### src/rtl/matrix_mode_hub.sv
// matrix_mode_hub: key debounce, NEXT/PREV mode stepping with a blanking gap between modes,
// and a registered row/column mux that forwards only the active mode's pattern to the board.
module matrix_mode_hub #(
  parameter int unsigned ROWS         = 5,
  parameter int unsigned COLS         = 7,
  parameter int unsigned NUM_KEYS     = 7,
  parameter int unsigned NUM_MODES    = 4,
  parameter int unsigned LED_W        = 8,
  parameter int unsigned NEXT_KEY     = 6,
  parameter int unsigned PREV_KEY     = 5,
  parameter int unsigned DEBOUNCE_CYC = 1000000,
  parameter int unsigned BLANK_CYC    = 50000,
  localparam int unsigned MW          = (NUM_MODES > 1) ? $clog2(NUM_MODES) : 1
) (
  input  logic                      CLOCK_50,
  input  logic                      rst_n,
  input  logic [NUM_KEYS-1:0]       keys,
  input  logic [NUM_MODES*ROWS-1:0] mode_row_in,
  input  logic [NUM_MODES*COLS-1:0] mode_col_in,
  output logic [NUM_KEYS-1:0]       keys_db,
  output logic [NUM_MODES-1:0]      enable,
  output logic [MW-1:0]             mode,
  output logic [ROWS-1:0]           row,
  output logic [COLS-1:0]           column,
  output logic [LED_W-1:0]          leds
);

  // Counter widths; a 1-cycle setting still needs a 1-bit counter.
  localparam int unsigned CW = (DEBOUNCE_CYC > 1) ? $clog2(DEBOUNCE_CYC) : 1;
  localparam int unsigned BW = (BLANK_CYC > 1) ? $clog2(BLANK_CYC) : 1;

  localparam logic [CW-1:0] DB_LAST    = CW'(DEBOUNCE_CYC - 1);
  localparam logic [BW-1:0] BLANK_LAST = BW'(BLANK_CYC - 1);
  localparam logic [MW-1:0] LAST_MODE  = MW'(NUM_MODES - 1);

  typedef enum logic [0:0] {
    StRun,
    StBlank
  } state_e;

  // Input synchroniser and debounce state
  logic [NUM_KEYS-1:0] r_sync1;
  logic [NUM_KEYS-1:0] r_sync2;
  logic [NUM_KEYS-1:0] r_keys_db;
  logic [CW-1:0]       r_db_cnt [NUM_KEYS];
  logic                r_next_pulse;
  logic                r_prev_pulse;

  // Mode FSM and registered board outputs
  state_e              r_state;
  logic [MW-1:0]       r_mode;
  logic [MW-1:0]       r_pending;
  logic [BW-1:0]       r_blank_cnt;
  logic [NUM_MODES-1:0] r_enable;
  logic [LED_W-1:0]    r_leds;
  logic [ROWS-1:0]     r_row;
  logic [COLS-1:0]     r_col;

  // Combinational helpers
  logic [NUM_KEYS-1:0] w_key_lvl;
  logic [NUM_KEYS-1:0] w_db_done;
  logic                w_step;
  logic [MW-1:0]       w_next_mode;
  logic [MW-1:0]       w_prev_mode;
  logic [ROWS-1:0]     w_sel_row;
  logic [COLS-1:0]     w_sel_col;
  logic [NUM_MODES-1:0] w_pend_en;
  logic [LED_W-1:0]    w_pend_leds;

  // Two-stage synchroniser; released (high) keys are the reset level so no press is seen at boot.
  always_ff @(posedge CLOCK_50 or negedge rst_n) begin
    if (!rst_n) begin
      r_sync1 <= '1;
      r_sync2 <= '1;
    end else begin
      r_sync1 <= keys;
      r_sync2 <= r_sync1;
    end
  end

  // Keys are active-low on the pins; the debouncer works on pressed = 1.
  always_comb begin
    w_key_lvl = ~r_sync2;
  end

  // A key's debounce completes when it has disagreed with its accepted level for the full window.
  always_comb begin
    w_db_done = '0;
    for (int k = 0; k < NUM_KEYS; k++) begin
      w_db_done[k] = (w_key_lvl[k] != r_keys_db[k]) && (r_db_cnt[k] == DB_LAST);
    end
  end

  // Per-key debounce counters and accepted levels, plus press pulses for the two mode keys.
  always_ff @(posedge CLOCK_50 or negedge rst_n) begin
    if (!rst_n) begin
      r_keys_db    <= '0;
      r_next_pulse <= 1'b0;
      r_prev_pulse <= 1'b0;
      for (int k = 0; k < NUM_KEYS; k++) begin
        r_db_cnt[k] <= '0;
      end
    end else begin
      for (int k = 0; k < NUM_KEYS; k++) begin
        if (w_key_lvl[k] == r_keys_db[k]) begin
          r_db_cnt[k] <= '0;
        end else if (w_db_done[k]) begin
          r_db_cnt[k]  <= '0;
          r_keys_db[k] <= w_key_lvl[k];
        end else begin
          r_db_cnt[k] <= r_db_cnt[k] + CW'(1);
        end
      end
      // Only an accepted press (0->1) pulses; accepted releases are silent.
      r_next_pulse <= w_db_done[NEXT_KEY] & w_key_lvl[NEXT_KEY];
      r_prev_pulse <= w_db_done[PREV_KEY] & w_key_lvl[PREV_KEY];
    end
  end

  // Neighbour modes with wrap-around in both directions.
  always_comb begin
    w_step      = r_next_pulse ^ r_prev_pulse;
    w_next_mode = (r_mode == LAST_MODE) ? '0 : (r_mode + MW'(1));
    w_prev_mode = (r_mode == '0) ? LAST_MODE : (r_mode - MW'(1));
    w_pend_en   = NUM_MODES'(1) << r_pending;
    w_pend_leds = LED_W'(1) << r_pending;
  end

  // Select the active mode's slice; constant-indexed loop keeps other slices off the path.
  always_comb begin
    w_sel_row = '0;
    w_sel_col = '0;
    for (int m = 0; m < NUM_MODES; m++) begin
      if (r_mode == MW'(m)) begin
        w_sel_row = mode_row_in[m*ROWS +: ROWS];
        w_sel_col = mode_col_in[m*COLS +: COLS];
      end
    end
  end

  // Mode FSM: RUN forwards the active pattern, BLANK holds everything dark before the switch.
  always_ff @(posedge CLOCK_50 or negedge rst_n) begin
    if (!rst_n) begin
      r_state     <= StRun;
      r_mode      <= '0;
      r_pending   <= '0;
      r_blank_cnt <= '0;
      r_enable    <= NUM_MODES'(1);
      r_leds      <= LED_W'(1);
      r_row       <= '0;
      r_col       <= '0;
    end else begin
      unique case (r_state)
        StRun: begin
          if (w_step) begin
            // Simultaneous NEXT and PREV cancel; exactly one of them steps the mode.
            r_pending   <= r_next_pulse ? w_next_mode : w_prev_mode;
            r_state     <= StBlank;
            r_blank_cnt <= '0;
            r_enable    <= '0;
            r_leds      <= '0;
            r_row       <= '0;
            r_col       <= '0;
          end else begin
            r_row <= w_sel_row;
            r_col <= w_sel_col;
          end
        end
        StBlank: begin
          // Pulses arriving here are dropped, not queued.
          if (r_blank_cnt == BLANK_LAST) begin
            r_mode   <= r_pending;
            r_enable <= w_pend_en;
            r_leds   <= w_pend_leds;
            r_state  <= StRun;
          end else begin
            r_blank_cnt <= r_blank_cnt + BW'(1);
          end
        end
        default: begin
          r_state <= StRun;
        end
      endcase
    end
  end

  // Drive the ports straight from registers.
  always_comb begin
    keys_db = r_keys_db;
    enable  = r_enable;
    mode    = r_mode;
    row     = r_row;
    column  = r_col;
    leds    = r_leds;
  end

`ifndef SYNTHESIS
  // Mode indices must never reach NUM_MODES or beyond.
  always_ff @(posedge CLOCK_50) begin
    if (rst_n) begin
      assert (r_mode <= LAST_MODE);
      assert (r_pending <= LAST_MODE);
      assert (w_next_mode <= LAST_MODE);
      assert (w_prev_mode <= LAST_MODE);
    end
  end
`endif

endmodule

### config.mk
export PLATFORM = sky130hd
export DESIGN_NAME = matrix_mode_hub
export DESIGN_NICKNAME = d
export VERILOG_FILES = /design/src/rtl/matrix_mode_hub.sv
export SDC_FILE = /design/constraint.sdc
export NUM_CORES = 1
export LEC_CHECK = 0
export CORE_ASPECT_RATIO = 0.7
export CORE_MARGIN = 2
export CORE_UTILIZATION = 30
export CTS_CLUSTER_SIZE = 24
export DETAILED_ROUTE_END_ITERATION = 10
export PLACE_DENSITY = 0.54
export SYNTH_ARGS = -nofsm -noshare
export SYNTH_HDL_FRONTEND = slang
export SYNTH_SLANG_ARGS = --single-unit
export TNS_END_PERCENT = 50
### constraint.sdc
create_clock -name CLOCK_50 -period 2.05 [get_ports CLOCK_50]
set_input_delay 0.615 -clock CLOCK_50 [delete_from_list [all_inputs] [get_ports CLOCK_50]]
set_output_delay 0.615 -clock CLOCK_50 [all_outputs]
set_load 0.02 [all_outputs]
After elaboration in Yosys (flattened, before gate mapping)
Index checks and enable logic that the tools add are counted.
{"block": "word_totals", "ff_bits": 208, "wordCells": 136, "n_memories": 0, "latchBits": 0, "romBits": 0, "ramBits": 0, "out_inout_bits": 33, "input_bits": 57}
{"block": "classes", "shift": 2, "magnitude_cmp": 0, "reduce_logical": 19, "n_addsub": 10, "n_mux": 39, "mul": 0, "n_eq_ne": 28, "div": 0, "bitwise": 12}
{"operator": "2-to-1 mux 20 bit", "count": 14}
{"operator": "adder 20 x 1 -> 20 bit, second input constant", "count": 7}
{"operator": "== test 20 bit, second input constant", "count": 7}
{"operator": "2-to-1 mux 7 bit", "count": 5}
{"operator": "2-to-1 mux 16 bit", "count": 2}
{"operator": "one-hot mux 16 bit (2 select lines)", "count": 1}
{"operator": "2-to-1 mux 5 bit", "count": 5}
{"operator": "AND reduction 2 bit", "count": 11}
{"operator": "adder 16 x 1 -> 16 bit, second input constant", "count": 1}
{"operator": "== test 16 bit, second input constant", "count": 1}
{"operator": "2-to-1 mux 8 bit", "count": 2}
{"operator": "one-hot mux 8 bit (2 select lines)", "count": 1}
{"operator": "2-to-1 mux 4 bit", "count": 2}
{"operator": "inverter 1 bit", "count": 8}
{"operator": "one-hot mux 4 bit (2 select lines)", "count": 1}
{"operator": "left shift 1 x 2 -> 8 bit, first input constant", "count": 1}
{"operator": "== test 1 bit", "count": 7}
{"operator": "logical AND 1 bit", "count": 7}
{"operator": "!= test 1 bit", "count": 7}
{"operator": "inverter 7 bit", "count": 1}
{"operator": "2-to-1 mux 2 bit", "count": 3}
{"operator": "== test 2 bit, second input constant", "count": 2}
{"operator": "!= test 2 bit, second input constant", "count": 2}
{"operator": "left shift 1 x 2 -> 4 bit, first input constant", "count": 1}
{"operator": "9 further kinds", "count": 11}

Logic depth before layout (Yosys ltp)
Gate-level depths: netlist of run 1.
{"block": "depth", "word_depth": 6, "mapped_depth": 7, "ltp_nobuf": 6}

Worst setup path after synthesis of run 1
Ideal clock, no wire load.
{"block": "synth_timing", "path_kind": "flip-flop to flip-flop", "from": "register r_db_cnt[0] (netlist bit)", "to": "register r_db_cnt[18] (netlist bit)", "synth_period_minus_slack_ns": 1.980, "t_required_ns": 1.972, "setup_ns": 0.078, "stages_incl_launch_ff": 7, "n_path_buf": 1, "setup_slack_ns": 0.070, "t_arrival_ns": 1.902, "cell_sequence": "dfrtp_1 ha_1 nand2_1 or4_1 buf_2 or4_1 a21oi_1"}
{"block": "synth_via", "elab_chain_len": 4, "word_cells_on_any_way": 5, "cone_classes": "add/sub: 1; eq/ne: 1; mux: 2; reduce/logical: 1"}
{"item": "from (decl)", "line": "45", "source": "logic [CW-1:0] r_db_cnt [NUM_KEYS];"}
{"item": "from (signal, indexed assignment)", "line": "111", "source": "r_db_cnt[k] <= r_db_cnt[k] + CW'(1);"}
{"item": "branches (longest 2 deep; another with adder 20 x 1 -> 20 bit)"}
{"item": "2-to-1 mux 20 bit (*)", "line": "107", "source": "end else if (w_db_done[k]) begin"}
{"item": "2-to-1 mux 20 bit (*)", "line": "105", "source": "if (w_key_lvl[k] == r_keys_db[k]) begin"}
Every way passes the cells marked *.
A chain may end at the register's enable or synchronous reset.

Worst setup path after layout of run 1
{"block": "layout_timing", "from": "register r_enable[0], in the netlist enable[0]", "to": "output port enable[0]"}
{"item": "from (decl)", "line": "54", "source": "logic [NUM_MODES-1:0] r_enable;"}
{"item": "from (signal assigned)", "line": "173", "source": "r_enable <= w_pend_en;"}
{"item": "to (decl)", "line": "21", "source": "output logic [NUM_MODES-1:0] enable,"}
No word-level cell between the ends.

==> flow_summary.toml, run 1 <==
[global_route]
grt_max_degree = 50
first_global_vias = 7060
grt-busiest-layer = "met1"
met1_usage_pct = 19.3
grtUsageTotal_pct = 12.9
grt_pass1_wl_um = 35800
antenna_found_initial = 0
grtUsageMet3_pct = 3.08
grtUsageMet2_pct = 18.1
overflow = 0

[logic_synthesis]
synthArstFlopShare_pct = 100
synth-seq-area-share_pct = 51.0
synth_area_mm2 = 0.00985
ys_warn_count = 0
ys_ff_latch = 200
synth_edf_count = 0
synth-main-ff-cell = "dfrtp_1"
syn_avg_cell_area_um2 = 9.58
synth_cell_type_count = 49
synth_cells = 1028

[finish]
n_fill_cell = 3225
most-common-layout-cells = "185 x dfrtp_1, 125 x nor2_1, 79 x xnor2_1"
final_cells = 1586
final_nets = 1215
drive_gt1_share_pct = 10.0
antennaDiodeCount = 0
area_delta_synth_final_pct = 22.9
final_common_cell = "dfrtp_1"

[cts]
clockRootBuffer = "clkbuf_16"
numCtsBuffers = 17
cts_tree = "built"
clkLatencyLatePin_ns = 0.45
cts_buffer_depth = 2
clock_sinks = 200
htree_num_levels = 4
postCtsHoldBufs = 0
clkTransAtPathRegs_ns = 0.07

[pwr]
irDropWorstVdd_v = 0.000500
p_leak_nw = 4.95
p_per_area_mw_per_mm2 = 652

[placement]
port_buffers = 85
dp_hpwl_um = 15000
place_congestion = 0.794
dp_cells = 1554

[routing]
wl_per_cell_um = 13.4
viasPerCell = 4.76
dr.pass1.iters = 5
ant_nets = 0
drc = 0
drt-initial-drc-count = 441
num_vias = 7546
finalWirelength_um = 21200

[critical_path]
worstSetupPathDepth = 1
crit_slowest_cell = "dfstp_2"
reg2reg_depth = 4
worstSetupPathType = "reg -> out"
path_cells = "dlygate4sd2_1"
worstPathArrival_ns = 1.36
critPathTopFamily = "flip-flops"
worstSetupStartpointType = "register"
worstSetupEndpointType = "output port"
cp_max_fo = 3
crit_buf_inv = 1
worstPathRequired_ns = 1.43
max_stage_delay_ns = 0.55

[timing]
worst_pin_slew_ns = 0.501
setup_violations = 0
tns_ns = 0
max_freq_mhz = 506
skew_ns = 0.0112
slew_violations = 0
hold_viol = 0
rsz0062_at_grt = "no"
timing.final.crit_period_ns = 1.98
post-route-period-util_pct = 96.5
max_slew_margin_pct = 66.1

[floorplan]
rows = 55
die_w_um = 221
start_util_pct = 30.4
coreArea_mm2 = 0.0323
die_h_um = 156
fp.dieArea_mm2 = 0.0343
pin_count = 90

[run]
maxCapViolations = 0

[outcome]
status = "finished clean"

[worst_hold_path]
hp-class = "in -> async"
[path summary, 6_finish.rpt]
| kind | startpoint | to | slack [ns] |
|---|---|---|---|
| worst max-delay path | enable[0] | enable[0] | 0.07 |
| worst min-delay path | rst_n | row[3] | 0.12 |
| worst max register to register | r_db_cnt[8] | r_db_cnt[19] | 0.13 |
| worst min register to register | r_sync1[6] | r_sync2[6] | 0.36 |
| max in group asynchronous | rst_n | r_sync2[2] | 1.27 |
| min in group CLOCK_50 | r_sync1[6] | r_sync2[6] | 0.36 |
[what timing repair did]
| item | in CTS | in global routing |
|---|---|---|
| endpoints found under the setup margin | 26 | 4 |
| gates resized for setup | 28 | 4 |
| setup buffers | 0 | 0 |
[layer usage]
metal  share of wire [%]  wire length [um]
met2                  41              8670
met3                 4.4               930
met4                 1.4               287
met5                   0                 0
met1                  53             11300
[per-stage QoR]
step	utilization, %	instance area [um2]	hold WS [ns]	total power, W	setup WS [ns]
6_report	37.4	12100	0.122	0.00789	0.0726
2_1_floorplan	-	9860	0.319	0.00428	0.0696
4_1_cts	37.4	12100	0.118	0.00807	0.00153
3_3_place_gp	35.6	11500	0.346	0.00457	0.0948
5_1_grt	37.4	12100	0.134	0.00828	0.00993
3_5_place_dp	35.6	11500	0.347	0.00457	0.0604
[flip-flops by register name, summed over array words and instances, names as in the netlist]
| register | flops |
|---|---|
| r_db_cnt | 140 |
| r_sync1 | 7 |
| r_next_pulse | 1 |
| r_state | 1 |
| keys_db | 7 |
| r_sync2 | 7 |
| enable | 3 |
| r_prev_pulse | 1 |
| mode | 2 |
| r_pending | 2 |
| leds | 1 |
| row | 5 |
| r_blank_cnt | 16 |
| column | 7 |
[area by class of cell]
class	count	area, um2	share of cell area [%]
clock inverters	14	166	1.37
repair buffers	135	1280	10.6
well taps	427	534	4.41
flip-flops and latches	200	5020	41.5
inverters	56	210	1.74
multi-input cells	736	4460	36.8
clock buffers	18	429	3.54
[report_power, final]
part | leakage, nW | switching (W) | internal [W] | total [W]
clock network | 0.275 | 0.00159 | 0.00183 | 0.00342
logic | 1.97 | 0.000218 | 0.000196 | 0.000414
registers | 2.70 | 0.0000477 | 0.00401 | 0.00406
total | 4.95 | 0.00185 | 0.00604 | 0.00789
[cell usage after synthesis, types with 23 or more instances]
master / count / area (um2)
or4_1: 23 / 173
nand3_1: 59 / 295
or3_1: 23 / 144
xnor2_1: 79 / 692
nor2_1: 125 / 469
nor4_1: 25 / 156
clkbuf_1: 26 / 97.6
inv_1: 55 / 206
nand4_1: 24 / 150
nor3_1: 26 / 130
o21ai_0: 51 / 255
a21oi_1: 61 / 305
dfrtp_1: 185 / 4630
nand2_1: 74 / 278
xor2_1: 27 / 236
o31ai_1: 23 / 173
[cells by family after synthesis]
kind of cell    share of synthesized area, %
simple gates                            22.9
flops                                   51.0
compound gates                          10.5
xor+xnor                                9.43
buf+inv                                 3.99
fa+ha+maj                               1.52
mux                                    0.610
other cells                           0.0381
Power figures use the tool's default switching activity.
==> run 2, diff against run 1 <==
Settings changed: PLACE_DENSITY 0.54 to 0.52.
Clock period 2.05 ns to 2.4 ns, I/O delays scaled along.
==> run 2 against run 1 <==
Net effect: register-to-register slack improved by 0.11 ns; non-clock buffer count down 20; count of clock-buffer cells in the layout fell by 1; cell count decreased by 1.3%; critical path depth is the same; utilization down 0.49 points; setup slack gained 0.019 ns; largest cell class unchanged; highest routed layer unchanged.
==> flow_summary.toml, run 2 (synthesis gave the netlist of run 1 again) <==
[cts]
numCtsBuffers = 17
htree_num_levels = 4
cts-resized-gates = 0
clkTransAtPathRegs_ns = 0.08
clockRootBuffer = "clkbuf_16"
cts_tree = "built"
clkLatencyLatePin_ns = 0.44
cts_buffer_depth = 2
cts_setup_buffers = 0
clock_sinks = 200
postCtsHoldBufs = 0

[finish]
drive_gt1_share_pct = 8.34
largest_reg_flops = 140
reg.largest.list = "r_db_cnt x140, r_blank_cnt x16"
final_common_cell = "dfrtp_1"
antennaDiodeCount = 0
area_delta_synth_final_pct = 21.3
final_nets = 1195
utilization_pct = 36.9
regMostFlops = "r_db_cnt"
most-common-layout-cells = "185 x dfrtp_1, 125 x nor2_1, 84 x clkdlybuf4s50_1"

[timing]
max_slew_margin_pct = 60.4
skew_ns = 0.0177
hold_viol = 0
slew_violations = 0
rsz0062_at_grt = "no"
tns_ns = 0
setup_violations = 0
worst_pin_slew_ns = 0.588
post-route-period-util_pct = 96.2
timing.final.crit_period_ns = 2.31
holdWs_ns = 0.192
max_freq_mhz = 433

[floorplan]
die_w_um = 221
fp.dieArea_mm2 = 0.0343
die_h_um = 156
rows = 55
start_util_pct = 30.4
coreArea_mm2 = 0.0323
pin_count = 90

[global_route]
grtUsageTotal_pct = 12.6
overflow = 0
first_global_vias = 7105
grt_max_degree = 69
antenna_found_initial = 0
grt_pass1_wl_um = 35900

[placement]
place_congestion = 0.767
dp_hpwl_um = 14300
port_buffers = 85

[routing]
wl_met3_um = 769
dr.pass1.iters = 4
finalWirelength_um = 20700
wl_per_cell_um = 13.2
m1WireLength_um = 11000
drt-initial-drc-count = 592
viasPerCell = 4.75
met2_length_um = 8770
num_vias = 7437
drc = 0
routed.top_layer = "met4"
ant_nets = 0

[critical_path]
crit_slowest_cell = "clkdlybuf4s50_1"
critPathTopFamily = "buffers and inverters"
worstSetupPathType = "reg -> out"
worstSetupEndpointType = "output port"
crit_buf_inv = 1
worstSetupStartpointType = "register"
worstPathArrival_ns = 1.59
max_stage_delay_ns = 0.60
reg2reg_slack_ns = 0.24
path_cells = "clkdlybuf4s50_1"
cp_max_fo = 3
worstPathRequired_ns = 1.68

[pwr]
p_per_area_mw_per_mm2 = 567
irDropWorstVdd_v = 0.000353
p_leak_nw = 4.74

[outcome]
status = "finished clean"

[worst_hold_path]
hp-class = "in -> async"

[run]
maxCapViolations = 0
==> run 2: changes by cell type in the layout (fill, tap and decap cells not counted), sizes merged <==
cell,previous run,this run
buf,50,30
clkinv,4,6
inv,59,62
dlymetal6s2s,3,0
clkinvlp,5,1
clkdlybuf4s15,1,0
clkbuf,19,18
clkdlybuf4s50,55,84
dlygate4sd2,25,0
==> run 2: path summary, 6_finish.rpt <==
check                                  from            to  depth (start not counted)
worst max-delay path              enable[0]     enable[0]                          1
worst min-delay path                  rst_n        row[1]                          1
worst max register to register  r_db_cnt[0]  r_db_cnt[18]                          5
worst min register to register   r_sync1[1]    r_sync2[1]                          0
max in group asynchronous             rst_n    r_sync2[2]                          2
min in group CLOCK_50            r_sync1[1]    r_sync2[1]                          0
==> run 2: layout make-up <==
class / count / area [um2]
tap: 427 / 534
sequential: 200 / 5020
multi-input combinational: 736 / 4460
clock buffer: 17 / 425
clock inverter: 15 / 181
inverter: 56 / 210
fill: 3257 / 20400
timing repair buffer: 115 / 1120
==> run 2: per-layer routing <==
metal / global-route usage [%] / vias to the layer above
li1: - / 3798
met4: 2.95 / 0
met1: 19.2 / 3543
met3: 2.65 / 12
met5: 0 / -
met2: 18.2 / 84
==> run 2: power by group <==
group	internal [W]	leakage, nW	switching (W)	total [W]
clock	0.00158	0.296	0.00139	0.00297
combinational	0.000160	1.75	0.000179	0.000339
sequential	0.00343	2.70	0.0000420	0.00347
total	0.00517	4.74	0.00161	0.00678
==> run 2: per-stage QoR <==
step | setup WS [ns] | instances | instance area, um2 | total power, W
finish | 0.0920 | 1566 | 11900 | 0.00678
global route | 0.0405 | 1566 | 11900 | 0.00712
detailed placement | 0.256 | 1534 | 11300 | 0.00389
CTS | 0.0571 | 1566 | 11900 | 0.00693
floorplan | 0.420 | 1031 | 9860 | 0.00366
global placement | 0.299 | 1534 | 11300 | 0.00388
